### src/rtl/jedro_1_defines.sv
// Shared types and constants for the multi-cycle ALU.
// Optional build macro: JEDRO_1_ALU_BARREL_SHIFT_EN (single-cycle barrel shifter).
package jedro_1_defines;

    // ALU operation encoding: {funct7[5], funct3}
    typedef enum logic [3:0] {
        ALU_OP_ADD  = 4'b0000,
        ALU_OP_SLL  = 4'b0001,
        ALU_OP_SLT  = 4'b0010,
        ALU_OP_SLTU = 4'b0011,
        ALU_OP_XOR  = 4'b0100,
        ALU_OP_SRL  = 4'b0101,
        ALU_OP_OR   = 4'b0110,
        ALU_OP_AND  = 4'b0111,
        ALU_OP_SUB  = 4'b1000,
        ALU_OP_SRA  = 4'b1101
    } alu_op_e;

    typedef enum logic [1:0] {
        IDLE  = 2'd0,
        SHIFT = 2'd1,
        DONE  = 2'd2
    } alu_mc_state_e;

    localparam int unsigned ALU_XLEN    = 32;
    localparam int unsigned ALU_SHAMT_W = $clog2(ALU_XLEN);

    // True for the three shift operations
    function automatic logic is_shift_op(input alu_op_e op);
        return (op == ALU_OP_SLL) || (op == ALU_OP_SRL) || (op == ALU_OP_SRA);
    endfunction

endpackage

### src/rtl/jedro_1_alu_shifter.sv
// Iterative shifter: moves the working value up to SHIFT_STEP bits per cycle.
module jedro_1_alu_shifter
    import jedro_1_defines::*;
#(
    parameter int unsigned XLEN       = 32,
    parameter int unsigned SHIFT_STEP = 1
) (
    input  logic                     clk,
    input  logic                     rst_n,
    input  logic                     start,
    input  logic                     left,
    input  logic                     arith,
    input  logic [XLEN-1:0]          operand,
    input  logic [$clog2(XLEN)-1:0]  shamt,
    output logic                     step_done,
    output logic [XLEN-1:0]          result
);

    localparam int unsigned SHAMT_W = $clog2(XLEN);
    localparam int unsigned CNT_W   = SHAMT_W + 1;

    logic [XLEN-1:0]  work;
    logic [CNT_W-1:0] remaining;
    logic [CNT_W-1:0] step;
    logic             left_q;
    logic             arith_q;
    logic [XLEN-1:0]  shifted;

    // Amount moved this cycle and the resulting working value
    always_comb begin
        step = (remaining > CNT_W'(SHIFT_STEP)) ? CNT_W'(SHIFT_STEP) : remaining;
        if (left_q) begin
            shifted = work << step;
        end else if (arith_q) begin
            shifted = XLEN'($signed(work) >>> step);
        end else begin
            shifted = work >> step;
        end
    end

    assign step_done = (remaining != '0) && (remaining <= CNT_W'(SHIFT_STEP));
    assign result    = shifted;

    // Working value and remaining count
    always_ff @(posedge clk or negedge rst_n) begin
        if (!rst_n) begin
            work      <= '0;
            remaining <= '0;
            left_q    <= 1'b0;
            arith_q   <= 1'b0;
        end else if (start) begin
            work      <= operand;
            remaining <= CNT_W'(shamt);
            left_q    <= left;
            arith_q   <= arith;
        end else if (remaining != '0) begin
            work      <= shifted;
            remaining <= remaining - step;
        end
    end

endmodule

### src/rtl/jedro_1_alu_mc.sv
// Handshaked multi-cycle RV32I ALU with iterative shifter.
// Optional build macro: JEDRO_1_ALU_BARREL_SHIFT_EN (all ops single-cycle).
module jedro_1_alu_mc
    import jedro_1_defines::*;
#(
    parameter int unsigned XLEN       = 32,
    parameter int unsigned SHIFT_STEP = 1
) (
    input  logic            clk_i,
    input  logic            rstn_i,
    input  logic            in_valid_i,
    output logic            in_ready_o,
    input  alu_op_e         sel_i,
    input  logic [XLEN-1:0] op_a_i,
    input  logic [XLEN-1:0] op_b_i,
    output logic [XLEN-1:0] res_o,
    output logic            out_valid_o,
    input  logic            out_ready_i
);

    localparam int unsigned SHAMT_W = $clog2(XLEN);

    alu_mc_state_e      state;
    alu_mc_state_e      state_next;
    logic               accept;
    logic               needs_iter;
    logic               shift_start;
    logic               step_done;
    logic               res_load;
    logic               valid_next;
    logic [SHAMT_W-1:0] shamt;
    logic [XLEN-1:0]    op_res;
    logic [XLEN-1:0]    res_next;
    logic [XLEN-1:0]    shift_res;

    assign shamt      = op_b_i[SHAMT_W-1:0];
    assign in_ready_o = (state == IDLE) || ((state == DONE) && out_ready_i);
    assign accept     = in_valid_i && in_ready_o;

`ifdef JEDRO_1_ALU_BARREL_SHIFT_EN
    assign needs_iter = 1'b0;
    assign step_done  = 1'b0;
    assign shift_res  = '0;
`else
    assign needs_iter = is_shift_op(sel_i) && (shamt != '0);

    jedro_1_alu_shifter #(
        .XLEN       (XLEN),
        .SHIFT_STEP (SHIFT_STEP)
    ) u_shifter (
        .clk       (clk_i),
        .rst_n     (rstn_i),
        .start     (shift_start),
        .left      (sel_i == ALU_OP_SLL),
        .arith     (sel_i == ALU_OP_SRA),
        .operand   (op_a_i),
        .shamt     (shamt),
        .step_done (step_done),
        .result    (shift_res)
    );
`endif

    // Single-cycle result; a shift reaching here has shamt 0 unless barrel mode
    always_comb begin
        op_res = '0;
        case (sel_i)
            ALU_OP_ADD:  op_res = op_a_i + op_b_i;
            ALU_OP_SUB:  op_res = op_a_i - op_b_i;
            ALU_OP_XOR:  op_res = op_a_i ^ op_b_i;
            ALU_OP_OR:   op_res = op_a_i | op_b_i;
            ALU_OP_AND:  op_res = op_a_i & op_b_i;
            ALU_OP_SLT:  op_res = XLEN'($signed(op_a_i) < $signed(op_b_i));
            ALU_OP_SLTU: op_res = XLEN'(op_a_i < op_b_i);
`ifdef JEDRO_1_ALU_BARREL_SHIFT_EN
            ALU_OP_SLL:  op_res = op_a_i << shamt;
            ALU_OP_SRL:  op_res = op_a_i >> shamt;
            ALU_OP_SRA:  op_res = XLEN'($signed(op_a_i) >>> shamt);
`else
            ALU_OP_SLL,
            ALU_OP_SRL,
            ALU_OP_SRA:  op_res = op_a_i;
`endif
            default:     op_res = '0;
        endcase
    end

    // State register
    always_ff @(posedge clk_i or negedge rstn_i) begin
        if (!rstn_i) begin
            state <= IDLE;
        end else begin
            state <= state_next;
        end
    end

    // Next-state logic
    always_comb begin
        state_next = state;
        case (state)
            IDLE: begin
                if (accept) begin
                    state_next = needs_iter ? SHIFT : DONE;
                end
            end
            SHIFT: begin
                if (step_done) begin
                    state_next = DONE;
                end
            end
            DONE: begin
                if (accept) begin
                    state_next = needs_iter ? SHIFT : DONE;
                end else if (out_ready_i) begin
                    state_next = IDLE;
                end
            end
            default: state_next = IDLE;
        endcase
    end

    // Output control: shifter start, result load and next valid
    always_comb begin
        shift_start = 1'b0;
        res_load    = 1'b0;
        res_next    = res_o;
        valid_next  = (state_next == DONE);
        if (accept && needs_iter) begin
            shift_start = 1'b1;
        end else if (accept) begin
            res_load = 1'b1;
            res_next = op_res;
        end else if ((state == SHIFT) && step_done) begin
            res_load = 1'b1;
            res_next = shift_res;
        end
    end

    // Registered result and valid
    always_ff @(posedge clk_i or negedge rstn_i) begin
        if (!rstn_i) begin
            res_o       <= '0;
            out_valid_o <= 1'b0;
        end else begin
            out_valid_o <= valid_next;
            if (res_load) begin
                res_o <= res_next;
            end
        end
    end

endmodule

### config.mk
export PLATFORM = sky130hd
export DESIGN_NAME = jedro_1_alu_mc
export DESIGN_NICKNAME = d
export VERILOG_FILES = /design/src/rtl/jedro_1_defines.sv /design/src/rtl/jedro_1_alu_shifter.sv /design/src/rtl/jedro_1_alu_mc.sv
export SDC_FILE = /design/constraint.sdc
export NUM_CORES = 1
export LEC_CHECK = 0
export CAP_MARGIN = 20
export CORE_ASPECT_RATIO = 2
export CORE_UTILIZATION = 43
export CTS_BUF_LIST = sky130_fd_sc_hd__clkbuf_4
export CTS_CLUSTER_DIAMETER = 50
export DETAILED_ROUTE_END_ITERATION = 10
export GPL_TIMING_DRIVEN = 0
export PLACE_DENSITY = 0.69
export SLEW_MARGIN = 25
export SYNTH_ARGS = -nofsm -noshare
export SYNTH_HDL_FRONTEND = slang
export SYNTH_HIERARCHICAL = 1
export SYNTH_SLANG_ARGS = --single-unit
### constraint.sdc
create_clock -name clk_i -period 3.3 [get_ports clk_i]
set_input_delay 0.495 -clock clk_i [delete_from_list [all_inputs] [get_ports clk_i]]
set_output_delay 0.495 -clock clk_i [all_outputs]
set_load 0.02 [all_outputs]
==> out/metrics.csv, run 1 <==
metric,value,unit
start_util,43.7,%
startpoint_type,input pin,
slew_viol_final,0,
final-seq-area,1880,um^2
insertion_delay,530,ps
grt_max_degree,46,
relSlewSlack,23.1,%
failed_checks,negative setup slack,
via_per_inst,6.76,
grt_first_pass_wirelength,68.7,mm
dieWidth,109,um
syn_inst,1293,
power.switching,3250,uW
io_buffers,102,
clockPowerShare,11.0,%
core,22600,um^2
switching_share,49.5,%
final_area,12200,um^2
synth_area,9890,um^2
crit_type,in -> reg,
fmax,299,MHz
vias,11600,
layout_common_cells,"nor2_1, ha_1, a21oi_1, o21ai_0, inv_1",
grt_use_met3,6.65,%
hp-class,in -> reg,
ant_nets,0,
cts_tree,built,
vdd_drop_max,0.000511,V
status,finished with violations,
comb_power_share,61.7,%
synth_fp_nets,1481,
power.total,6550,uW
drive_above_1_share,13.2,%
worst_slew_pin_slew,1150,ps
max_cap_viol_count,0,
die-area,23600,um^2
intPower,3310,uW
synthDistinctLibCells,80,
final_common_cell,nor2_1,
wl_per_cell,27.6,um
gr-max-usage-layer,met2,
clk_pin_slew,150,ps
synth_seq_cells,75,
die_h,216,um
firstDrtPassIters,6,
setup_viol,1,
rows,78,
finalHoldViolations,0,
cp.arrival,3760,ps
cp-end-kind,register,
layout_setup_ws,-47.8,ps
nets,1611,
yosys_most_used_dff,dfrtp_1,
design.portCount,106,
cp_max_fo,10,
worstPathRequired,3710,ps
root_buffer,clkbuf_4,
seq_area_frac_synth,19.0,%
initialDrtViolationCount,1132,
ff2ff_setup_slack,190,ps
track_usage,40.3,%
syn_area_per_cell,7.65,um^2
grt_pass1_vias,11300,
drc,0,
fillers,2281,
wl,47.1,mm
cts-htree-levels,3,
cts_made_buffers,9,
skew,24.0,ps
fin_crit,3350,ps
power_frac_seq,27.3,%
multi_input_area,7780,um^2
dp_hpwl,36.2,mm
fin_hold_ws,326,ps
place_area,11300,um^2
grt_overflow_total,0,
leakagePower,0.00519,uW
synth_edf_count,0,
synthArstFlopShare,100,%
p_per_area,538,nW/um^2
rsz0062_at_grt,yes,
cts.sinks,75,
use_met1,43.4,%
grtUsageMet2,67.1,%
gp_congestion,1.04,
antenna_found_initial,2,
yosys_warnings,6,
post-route-period-util,101,%
syn2layout_area_growth,23.3,%
cts_buffer_depth,2,
path summary, 6_finish.rpt:
| path | from | cells past startpoint | end |
|---|---|---|---|
| max reg2reg | state[1]$_DFF_PN0_ | 11 | u_shifter/work[29]$_DFFE_PN0P_ |
| min | op_b_i[0] | 3 | u_shifter/remaining[0]$_DFFE_PN0P_ |
| min in group asynchronous | rstn_i | 2 | res_o[26]$_DFFE_PN0P_ |
| max in group asynchronous | rstn_i | 3 | u_shifter/work[6]$_DFFE_PN0P_ |
| max | sel_i[3] | 9 | res_o[24]$_DFFE_PN0P_ |
| min reg2reg | state[1]$_DFF_PN0_ | 1 | state[0]$_DFF_PN0_ |
registers in the layout (all words and copies together) (netlist names):
| signal | flops |
|---|---|
| res_o | 32 |
| u_shifter/work | 32 |
| u_shifter/remaining | 6 |
| state | 2 |
| out_valid_o | 1 |
| u_shifter/arith_q | 1 |
| u_shifter/left_q | 1 |
timing repair:
action / CTS / global route
hold endpoints to repair: 30 / 0
cloned: 0 / 0
pin swaps: 15 / 15
resized for setup: 105 / 90
hold buffers: 1 / 0
setup endpoints to repair: 75 / 62
buffers inserted: 11 / 11
worst max-delay path, cell delays in order:
cell and delay (ps):
clkdlybuf4s50_1 450, clkbuf_2 210, nor2b_2 230, nand2_1 240
clkbuf_1 610, clkbuf_1 740, nor3_1 190, nor4_4 470
o21ai_1 100
cell type report:
cell class                      instances  area share [%]
Timing Repair Buffer                  126            10.1
Tap cell                              280            2.87
Clock buffer                            9           0.554
Antenna cell                            2          0.0411
Clock inverter                          6           0.667
Sequential cell                        75            15.4
Inverter                              100            3.15
Buffer                                 85            3.39
Multi-Input combinational cell       1026            63.8
metrics by stage:
stage | cells | utilization [%] | TNS (ps) | worst slack (ps)
6_report | 1709 | 53.8 | -47.8 | -47.8
5_1_grt | 1708 | 53.8 | -56.6 | -29.1
4_1_cts | 1700 | 52.1 | -0.524 | -0.524
3_5_place_dp | 1676 | 49.8 | -106390 | -1970
3_3_place_gp | 1675 | 49.7 | -212530 | -2040
2_1_floorplan | 1293 | - | 0 | 305
layer usage:
metal	up-vias	part of all wire, %
li1	5061	-
met1	5533	35
met2	697	48
met3	259	7.2
met4	0	9.7
met5	-	0
power by group through the flow:
| stage | Combinational, uW | Sequential, uW | Clock (uW) |
|---|---|---|---|
| 6_report | 4050 | 1790 | 721 |
| 5_1_grt | 4310 | 1810 | 749 |
| 4_1_cts | 3850 | 1760 | 724 |
| 3_5_place_dp | 3750 | 1780 | 0 |
| 3_3_place_gp | 3710 | 1770 | 0 |
| 2_1_floorplan | 2180 | 1870 | 0 |
kinds of logic (layout without fill, tap and decap cells):
logic type,count (synthesis),after routing,synth area share (%)
AO/OA/AOI/OAI,524,524,37.1
AND/OR/NAND/NOR,331,331,16.0
buffers and inverters,192,326,7.63
adder cells (fa/ha/maj),116,116,14.8
flip-flops,75,75,19.0
multiplexers,41,41,4.21
XOR/XNOR,14,14,1.24
other,0,2,0
synthesized netlist by cell type, drive strengths merged, types with 13 or more instances:
| master | n | share of area, % |
|---|---|---|
| ha | 114 | 14 |
| o21ai | 113 | 5.8 |
| nor2 | 109 | 4.1 |
| a21oi | 104 | 5.3 |
| inv | 99 | 3.8 |
| dfrtp | 75 | 19 |
| nand2 | 73 | 2.8 |
| clkbuf | 70 | 2.7 |
| mux2i | 36 | 3.6 |
| o21a | 36 | 2.7 |
| nor3 | 33 | 1.7 |
| o31a | 33 | 2.9 |
| a22o | 30 | 2.7 |
| buf | 22 | 1.2 |
| nand3 | 21 | 1.1 |
| nor2b | 20 | 1.3 |
| a211oi | 18 | 1.6 |
| a22oi | 18 | 1.4 |
| a31oi | 18 | 1.1 |
| a21o | 17 | 1.3 |
| and3 | 17 | 1.1 |
| nor4 | 15 | 0.95 |
| o2111ai | 13 | 1.2 |
Note: power is estimated with default switching activity, not from simulation.
==> inputs of run 2 (changes only) <==
--- a/config.mk
+++ b/config.mk
@@ -12,9 +12,8 @@
 export CTS_CLUSTER_DIAMETER = 50
 export DETAILED_ROUTE_END_ITERATION = 10
 export GPL_TIMING_DRIVEN = 0
-export PLACE_DENSITY = 0.69
+export PLACE_DENSITY = 0.7
 export SLEW_MARGIN = 25
 export SYNTH_ARGS = -nofsm -noshare
 export SYNTH_HDL_FRONTEND = slang
-export SYNTH_HIERARCHICAL = 1
 export SYNTH_SLANG_ARGS = --single-unit
==> out/metrics.csv, run 2 <==
metric,value,unit
comb_power_share,55.2,%
fin_hold_ws,322,ps
grt_pass1_vias,10800,
wl_per_cell,25.1,um
dieWidth,106,um
final_area,11300,um^2
layout_common_cells,"o21ai_0, a21oi_1, ha_1",
leakagePower,0.00480,uW
finalHoldViolations,0,
synthTopCellsByArea,"dfrtp_1, ha_1, o21ai_0",
insertion_delay,510,ps
fin_crit,3340,ps
synthArstFlopShare,100,%
start_util,43.9,%
slew_viol_final,0,
drc,0,
synth_seq_cells,75,
yosys_warnings,0,
design.portCount,106,
cp.arrival,3740,ps
crit_type,in -> reg,
synth_top_area_share,20.3,%
dp_hpwl,32.2,mm
startpoint_type,input pin,
worstReg2RegStart,u_shifter.remaining[1]$_DFFE_PN0P_,
synth_area,9230,um^2
fin_setup_tns,-58.6,ps
layout_setup_ws,-35.3,ps
fin_cells,1623,
wl,40.7,mm
syn_inst,1220,
skew,31.2,ps
place_area,10700,um^2
yosys_most_used_dff,dfrtp_1,
track_usage,37.1,%
cp_max_fo,10,
cts.sinks,75,
clk_pin_slew,150,ps
synth_common_cells,"o21ai_0, a21oi_1, ha_1, nor2_1, inv_1",
vdd_drop_max,0.000403,V
ant_nets,0,
largest_registers,"res_o (32), u_shifter.work (32), u_shifter.remaining (6)",
cts_buffer_depth,2,
grt_overflow_total,0,
fillers,2108,
cts_tree,built,
hold_start,op_a_i[1],
yosysMostFrequentCell,o21ai_0,
drive_above_1_share,10.3,%
power_frac_seq,30.4,%
setup_viol,2,
ff2ff_setup_slack,170,ps
firstDrtPassIters,6,
failed_checks,negative setup slack,
post-route-period-util,101,%
grt_max_degree,53,
rsz0062_at_grt,yes,
worstPathRequired,3710,ps
p_per_area,471,nW/um^2
synth_fp_nets,1408,
syn_area_per_cell,7.56,um^2
multi_input_area,7020,um^2
synthDistinctLibCells,82,
max_cap_viol_count,0,
worstReg2RegEnd,res_o[13]$_DFFE_PN0P_,
die_h,209,um
grt_first_pass_wirelength,60.8,mm
seq_area_frac_synth,20.3,%
synth_edf_count,0,
antenna_found_initial,1,
status,finished with violations,
nets,1536,
io_buffers,105,
syn2layout_area_growth,22.8,%
root_buffer,clkbuf_4,
vias,10600,
intPower,2870,uW
initialDrtViolationCount,1063,
via_per_inst,6.56,
rows,75,
cts_made_buffers,9,
hold_end,u_shifter.work[1]$_DFFE_PN0P_,
reg2reg_depth,9,
gp_congestion,1.01,
switching_share,46.2,%
relSlewSlack,39.6,%
core,21000,um^2
hp-class,in -> reg,
cts-htree-levels,3,
synth_top_area_cell,dfrtp_1,
worst_slew_pin_slew,906,ps
clockPowerShare,14.4,%
die-area,22100,um^2
final-seq-area,1880,um^2
cp-end-kind,register,
fmax,300,MHz
power.switching,2470,uW
numPlacedInstances,1596,
final_common_cell,o21ai_0,
min_path_cells,3,
run 2: repair_timing:
action / 4_1_cts / 5_1_grt
endpoints found under the setup margin: 29 / 25
hold endpoints to repair: 23 / 0
gates resized for setup: 80 / 78
pin swaps: 18 / 15
hold buffers: 1 / 0
setup buffers: 10 / 5
run 2: logic make-up after synthesis:
kind of cell               count (synthesis)  share of synthesized area (%)
AOI/OAI and AO/OA                        468                           33.9
and+or+nand+nor                          320                           16.4
buffers and inverters                    185                           7.70
adders and majority gates                116                           15.9
DFF                                       75                           20.3
muxes                                     38                           4.12
xor gates and xnor gates                  18                           1.71
run 2: critical path, stage by stage:
cell and delay (ps):
clkdlybuf4s50_1 580, clkbuf_1 460, nor2b_1 90, nand2_1 360, clkbuf_1 620, buf_2 440, o221ai_1 180, a211oi_1 410
nor2_1 90
run 2: power groups by stage:
stage                     registers [uW]  logic, uW  clock network (uW)
after floorplan                     1730       1500                   0
after global placement              1620       2740                   0
after detailed placement            1630       2780                   0
after CTS                           1610       2850                 765
after global routing                1640       3160                 813
final                               1620       2950                 770
run 2: worst max-delay path by stage:
stage / depth (start not counted) / to / slack [ps] / startpoint
3_3_place_gp: 12 / res_o[31]$_DFFE_PN0P_ / -1320 / op_a_i[10]
4_1_cts: 13 / res_o[30]$_DFFE_PN0P_ / 3 / op_b_i[5]
2_1_floorplan: 12 / res_o[30]$_DFFE_PN0P_ / 100 / op_a_i[0]
6_report: 9 / res_o[13]$_DFFE_PN0P_ / -40 / sel_i[2]
3_5_place_dp: 12 / res_o[31]$_DFFE_PN0P_ / -1340 / op_a_i[10]
5_1_grt: 9 / res_o[27]$_DFFE_PN0P_ / -50 / u_shifter.left_q$_DFFE_PN0P_
run 2: routing by layer:
metal,GRT usage [%],wire length [um]
met5,0,0
met1,37.3,13400
met2,65.0,20000
met4,32.8,4260
met3,6.43,3180
run 2: metrics by stage:
step	utilization, %	power, uW	worst slack, ps
final	53.9	5340	-35.3
after global routing	53.9	5610	-47.0
after CTS	52.9	5230	2.92
after detailed placement	50.7	4410	-1340
after global placement	50.5	4360	-1320
after floorplan	-	3230	104
run 2: layout make-up:
type / count / area share, %
Antenna cell: 1 / 0.0221
Buffer: 79 / 3.18
Clock buffer: 11 / 0.729
Clock inverter: 5 / 0.894
Inverter: 100 / 3.33
Multi-Input combinational cell: 960 / 62.0
Sequential cell: 75 / 16.6
Tap cell: 269 / 2.97
Timing Repair Buffer: 123 / 10.3
